### config.mk
export PLATFORM = sky130hd
export DESIGN_NAME = store_buffer_m
export DESIGN_NICKNAME = d
export VERILOG_FILES = /design/src/rtl/store_buffer_m.sv
export SDC_FILE = /design/constraint.sdc
export NUM_CORES = 1
export LEC_CHECK = 0
export CAP_MARGIN = 20
export CORE_ASPECT_RATIO = 1.1
export CORE_MARGIN = 10
export CORE_UTILIZATION = 62
export DETAILED_ROUTE_END_ITERATION = 8
export GPL_ROUTABILITY_DRIVEN = 0
export PLACE_DENSITY = 0.87
export REMOVE_ABC_BUFFERS = 1
export SKIP_LAST_GASP = 1
export SYNTH_ARGS = -nofsm -noshare
export SYNTH_HDL_FRONTEND = slang
export SYNTH_SLANG_ARGS = --single-unit
### constraint.sdc
create_clock -name clk -period 12.6 [get_ports clk]
set_clock_uncertainty 0.15 [all_clocks]
set_input_delay 1.89 -clock clk [delete_from_list [all_inputs] [get_ports clk]]
set_output_delay 1.89 -clock clk [all_outputs]
set_load 0.02 [all_outputs]
### src/rtl/store_buffer_m.sv
// ---------------------------------------------------------------------------
// store_buffer_m
//   Word store buffer between the pipeline and data memory. Stores are held in
//   a circular FIFO and drained oldest-first. Loads can read forwarded data
//   from the youngest pending store to the same word address.
//
// Ports
//   clk, rst_n            clock, asynchronous active-low reset
//   storeValid/Addr/Data  store request from the pipeline
//   storeReady            buffer has room (count < DEPTH)
//   loadValid/Addr        load lookup
//   fwdHit/fwdData        forwarding result (combinational)
//   memWrite/Addr/Data    drain request for the head entry
//   memAck                memory accepted the drain
//   bufEmpty, count       occupancy status
// ---------------------------------------------------------------------------
module store_buffer_m #(
    parameter int DEPTH = 4
) (
    input  logic        clk,
    input  logic        rst_n,
    input  logic        storeValid,
    input  logic [31:0] storeAddr,
    input  logic [31:0] storeData,
    output logic        storeReady,
    input  logic        loadValid,
    input  logic [31:0] loadAddr,
    output logic        fwdHit,
    output logic [31:0] fwdData,
    output logic        memWrite,
    output logic [31:0] memAddr,
    output logic [31:0] memData,
    input  logic        memAck,
    output logic        bufEmpty,
    output logic [4:0]  count
);

    localparam int          PW   = (DEPTH > 1) ? $clog2(DEPTH) : 1;
    localparam logic [4:0]  FULL = 5'(DEPTH);

    logic [29:0]    r_addr [DEPTH];
    logic [31:0]    r_data [DEPTH];
    logic [DEPTH-1:0] r_valid;
    logic [PW-1:0]  r_head;
    logic [PW-1:0]  r_tail;
    logic [4:0]     r_count;

    logic           w_enq;
    logic           w_deq;
    logic           w_hit;
    logic [31:0]    w_fdata;
    logic [PW-1:0]  w_idx;

    // Ready depends only on registered occupancy: a full buffer that is
    // draining this cycle still refuses the store.
    assign storeReady = (r_count < FULL);
    assign memWrite   = (r_count != 5'd0);
    assign bufEmpty   = (r_count == 5'd0);
    assign count      = r_count;
    assign memAddr    = memWrite ? {r_addr[r_head], 2'b00} : 32'd0;
    assign memData    = memWrite ? r_data[r_head] : 32'd0;

    assign w_enq = storeValid && storeReady;
    assign w_deq = memWrite && memAck;

    always_ff @(posedge clk or negedge rst_n) begin
        if (!rst_n) begin
            r_head  <= '0;
            r_tail  <= '0;
            r_count <= 5'd0;
            r_valid <= '0;
        end else begin
            // head and tail only coincide when empty or full, and neither
            // case allows both an enqueue and a dequeue, so the two valid
            // updates never hit the same slot.
            if (w_deq) begin
                r_valid[r_head] <= 1'b0;
                r_head          <= r_head + 1'b1;
            end
            if (w_enq) begin
                r_valid[r_tail] <= 1'b1;
                r_tail          <= r_tail + 1'b1;
            end
            case ({w_enq, w_deq})
                2'b10:   r_count <= r_count + 5'd1;
                2'b01:   r_count <= r_count - 5'd1;
                default: r_count <= r_count;
            endcase
        end
    end

    // Payload storage carries no reset; validity is tracked separately.
    always_ff @(posedge clk) begin
        if (w_enq) begin
            r_addr[r_tail] <= storeAddr[31:2];
            r_data[r_tail] <= storeData;
        end
    end

    // Walk pending entries oldest to youngest; the last match wins, which
    // gives youngest-match priority. Only registered entries are searched,
    // so a store arriving this cycle is never forwarded.
    always_comb begin
        w_hit   = 1'b0;
        w_fdata = 32'd0;
        w_idx   = '0;
        for (int i = 0; i < DEPTH; i++) begin
            w_idx = r_head + PW'(i);
            if ((5'(i) < r_count) && r_valid[w_idx] &&
                (r_addr[w_idx] == loadAddr[31:2])) begin
                w_hit   = 1'b1;
                w_fdata = r_data[w_idx];
            end
        end
    end

    assign fwdHit  = loadValid && w_hit;
    assign fwdData = fwdHit ? w_fdata : 32'd0;

endmodule

==> run summary <==
synthesized flop and latch total = 261
filler instances = 1802
Setup WS post-layout = 2220 ps
status = finished, final reports clean
final slew viol count = 0
die area = 35500 sq um
largest net degree at the start of global routing = 151
Worst Path Max Fanout = 75
Cell Area, Placed = 19600 sq um
R2R Path End = r_head[1]$_DFFE_PN0P_
Core Util, Final = 73.5%
layout cells sized above 1 = 24.3%
CTS Sinks = 261
Cell variety after synth = 53
Final Hold Fails = 0
clk slew on worst S/H paths = 60 ps
Worst Tran Pin Value = 1150 ps
Rows = 64
part of the Yosys area used for sequential elements = 44.2%
Crit Reg-Reg Startpoint = r_head[1]$_DFFE_PN0P_
remaining antenna violation count = 0
Power Dens Cells = 238 nW/um^2
clock buffer count from CTS = 28
worst vdd ir = 280 uV
initial antenna violation count = 4
CTS tree = built
# resized after CTS = 0
hpwl dp = 30800 um
IO buf count = 199
initial DRC count = 1485
Max Fclk = 0.0963 GHz
hold buffers post-CTS = 0
Post-Syn Area = 17600 sq um
asr flop ratio synth = 4.98%
DR vias/cell = 7.02
WP data required = 10560 ps
Avg Cell Area, Syn = 14.1 sq um
# DRC = 0
Setup Crit Path Kind = flip-flop to output port
Vias = 12500
metal2 WL = 23500 um
M1 WL = 17100 um
area occupied by multi-input gates = 9140 sq um
Routed WL = 47300 um
Max transition margin = 23.5%
# setup viols final = 0
Mapped Cells = 1251
setup slack at placement = 2900 ps
HP Class = flip-flop to flip-flop
Period Utilization, post-route = 82.4%
Pre-antenna DRT Iters = 7
Worst EP arrival = 8340 ps
Post-CTS Setup Bufs = 0
Final Critical Period = 10380 ps
design area = 20500 sq um
CTS Root Cell = clkbuf_16
vias in the first global route = 12600
final net count = 1501
Die W = 181 um
RSZ-0062 raised after global routing = false
first-pass GRT wire length = 73200 um
Post-synth EDFFs = 248
Core ar. = 27900 sq um
CTS H-tree depth = 1
r2r setup slk = 9190 ps
total of max-cap violations = 0
die height = 197 um
Clock Latency Late Sink = 550 ps
highest metal layer with signal wires = met4
GRT overflow = 0
Met3 Wirelength = 5180 um
prevailing post-synth register cell = edfxtp_1
CP startpoint kind = flip-flop
hold depth = 1
LEAKAGE = 6.67 nW
Hold Crit Start = count[4]$_DFFE_PN0P_
Synth warnings = 0
WHS = 345 ps
Reg area = 7780 sq um
WHS Endpoint = count[4]$_DFFE_PN0P_
I/O Pins = 206
gr usage total = 25.8%
routed len/inst = 26.6 um
CP endpoint kind = output port
Register-to-Register Path Depth = 4
Initial Util = 63.1%
area grow syn2layout = 16.5%
CTS max path bufs = 3
worst max-delay path, stage by stage, from the launching register on:
cell and delay (ps):
dfrtp_4 1060, clkinv_1 850, ha_4 1020, buf_4 600, mux4_2 590, xnor2_1 270
nand4_1 140, nor4_1 500, nand4_1 370, a21oi_4 910, buf_4 390, a221oi_2 100
nor3_2 250, clkdlybuf4s50_1 690
metrics by stage:
step	power, mW	std cells	setup TNS, ps
finish	4.88	1777	0
global route	5.14	1774	0
CTS	4.89	1771	0
detailed placement	4.08	1719	0
global placement	4.02	1719	0
floorplan	3.74	1139	-235600
cell usage after synthesis (all sizes together), types with 3 or more instances:
| master | n | share of area, % |
|---|---|---|
| a211oi | 3 | 0.13 |
| a21o | 4 | 0.17 |
| a21oi | 72 | 2.0 |
| a221oi | 34 | 2.8 |
| a22oi | 4 | 0.17 |
| a2bb2oi | 3 | 0.15 |
| and2 | 58 | 2.1 |
| and3 | 8 | 0.28 |
| buf | 60 | 2.5 |
| clkbuf | 53 | 1.2 |
| dfrtp | 13 | 1.8 |
| edfxtp | 248 | 42 |
| ha | 13 | 0.92 |
| inv | 17 | 0.36 |
| mux2 | 35 | 2.2 |
| mux2i | 71 | 4.0 |
| mux4 | 177 | 23 |
| nand2 | 23 | 0.49 |
| nand3 | 8 | 0.23 |
| nand4 | 17 | 0.60 |
| nor2 | 71 | 1.5 |
| nor3 | 34 | 1.8 |
| nor4 | 12 | 0.50 |
| o21ai | 69 | 2.0 |
| o22ai | 6 | 0.21 |
| xnor2 | 92 | 4.6 |
| xor2 | 23 | 1.1 |
area by class of cell:
cell class / count / share of cell area (%)
diodes: 5 / 0.0611
clock inverters: 10 / 0.342
multi-input cells: 860 / 44.6
inverters: 18 / 0.330
repair buffers: 218 / 10.6
flip-flops and latches: 261 / 38.0
clock buffers: 42 / 3.93
well taps: 363 / 2.22
state kept, by name, summed over array words and instances (netlist names):
register,count
r_data,128
r_tail,2
count,5
r_valid,4
r_head,2
r_addr,120
report_power, final:
group | internal [mW] | switching [mW] | total, mW
Clock | 0.458 | 0.332 | 0.790
Sequential | 1.04 | 0.130 | 1.17
Combinational | 1.45 | 1.47 | 2.92
cell families (layout without fill, tap and decap cells):
kind of cell | count (synthesis) | count (layout) | synth area share (%)
other | 1 | 7 | 0.0213
XOR/XNOR | 115 | 115 | 5.73
buffers and inverters | 131 | 288 | 4.06
adder cells (fa/ha/maj) | 13 | 13 | 0.925
AND/OR/NAND/NOR | 241 | 241 | 7.96
AO/OA/AOI/OAI | 206 | 206 | 8.16
flip-flops | 261 | 261 | 44.2
multiplexers | 283 | 283 | 29.0
how the worst max path moves through the flow:
stage,from,endpoint
2_1_floorplan,r_head[0]$_DFFE_PN0P_,fwdData[0]
3_3_place_gp,r_head[1]$_DFFE_PN0P_,fwdData[1]
3_5_place_dp,r_head[1]$_DFFE_PN0P_,fwdData[1]
4_1_cts,r_head[1]$_DFFE_PN0P_,fwdData[1]
5_1_grt,r_head[1]$_DFFE_PN0P_,fwdData[1]
6_report,r_head[1]$_DFFE_PN0P_,fwdData[1]
cell usage in the layout, fill, tap and decap left out, types with 5 or more instances in the layout:
cell type,synthesis,layout
edfxtp_1,248,248
clkdlybuf4s50_1,0,199
mux4_2,177,177
xnor2_1,92,92
mux2i_1,71,71
a21oi_1,72,71
nor2_1,71,71
o21ai_0,68,68
and2_1,58,58
mux2_2,35,35
a221oi_2,30,30
nor3_2,30,30
clkbuf_16,0,29
xor2_1,23,23
nand2_1,23,22
nand4_1,17,17
inv_1,17,17
buf_4,7,17
ha_1,13,12
dfrtp_1,13,11
nor4_1,10,10
clkbuf_1,51,10
nand3_1,8,8
o22ai_1,6,6
diode_2,0,5
clkinv_1,1,5
clkinv_2,0,5
routing by layer:
layer  GRT usage, %  vias up
met1           32.4     6234
met2           43.3      855
met5              0        -
met4           9.57        0
li1               -     5284
met3           5.68      108
Power figures use the tool's default switching activity.
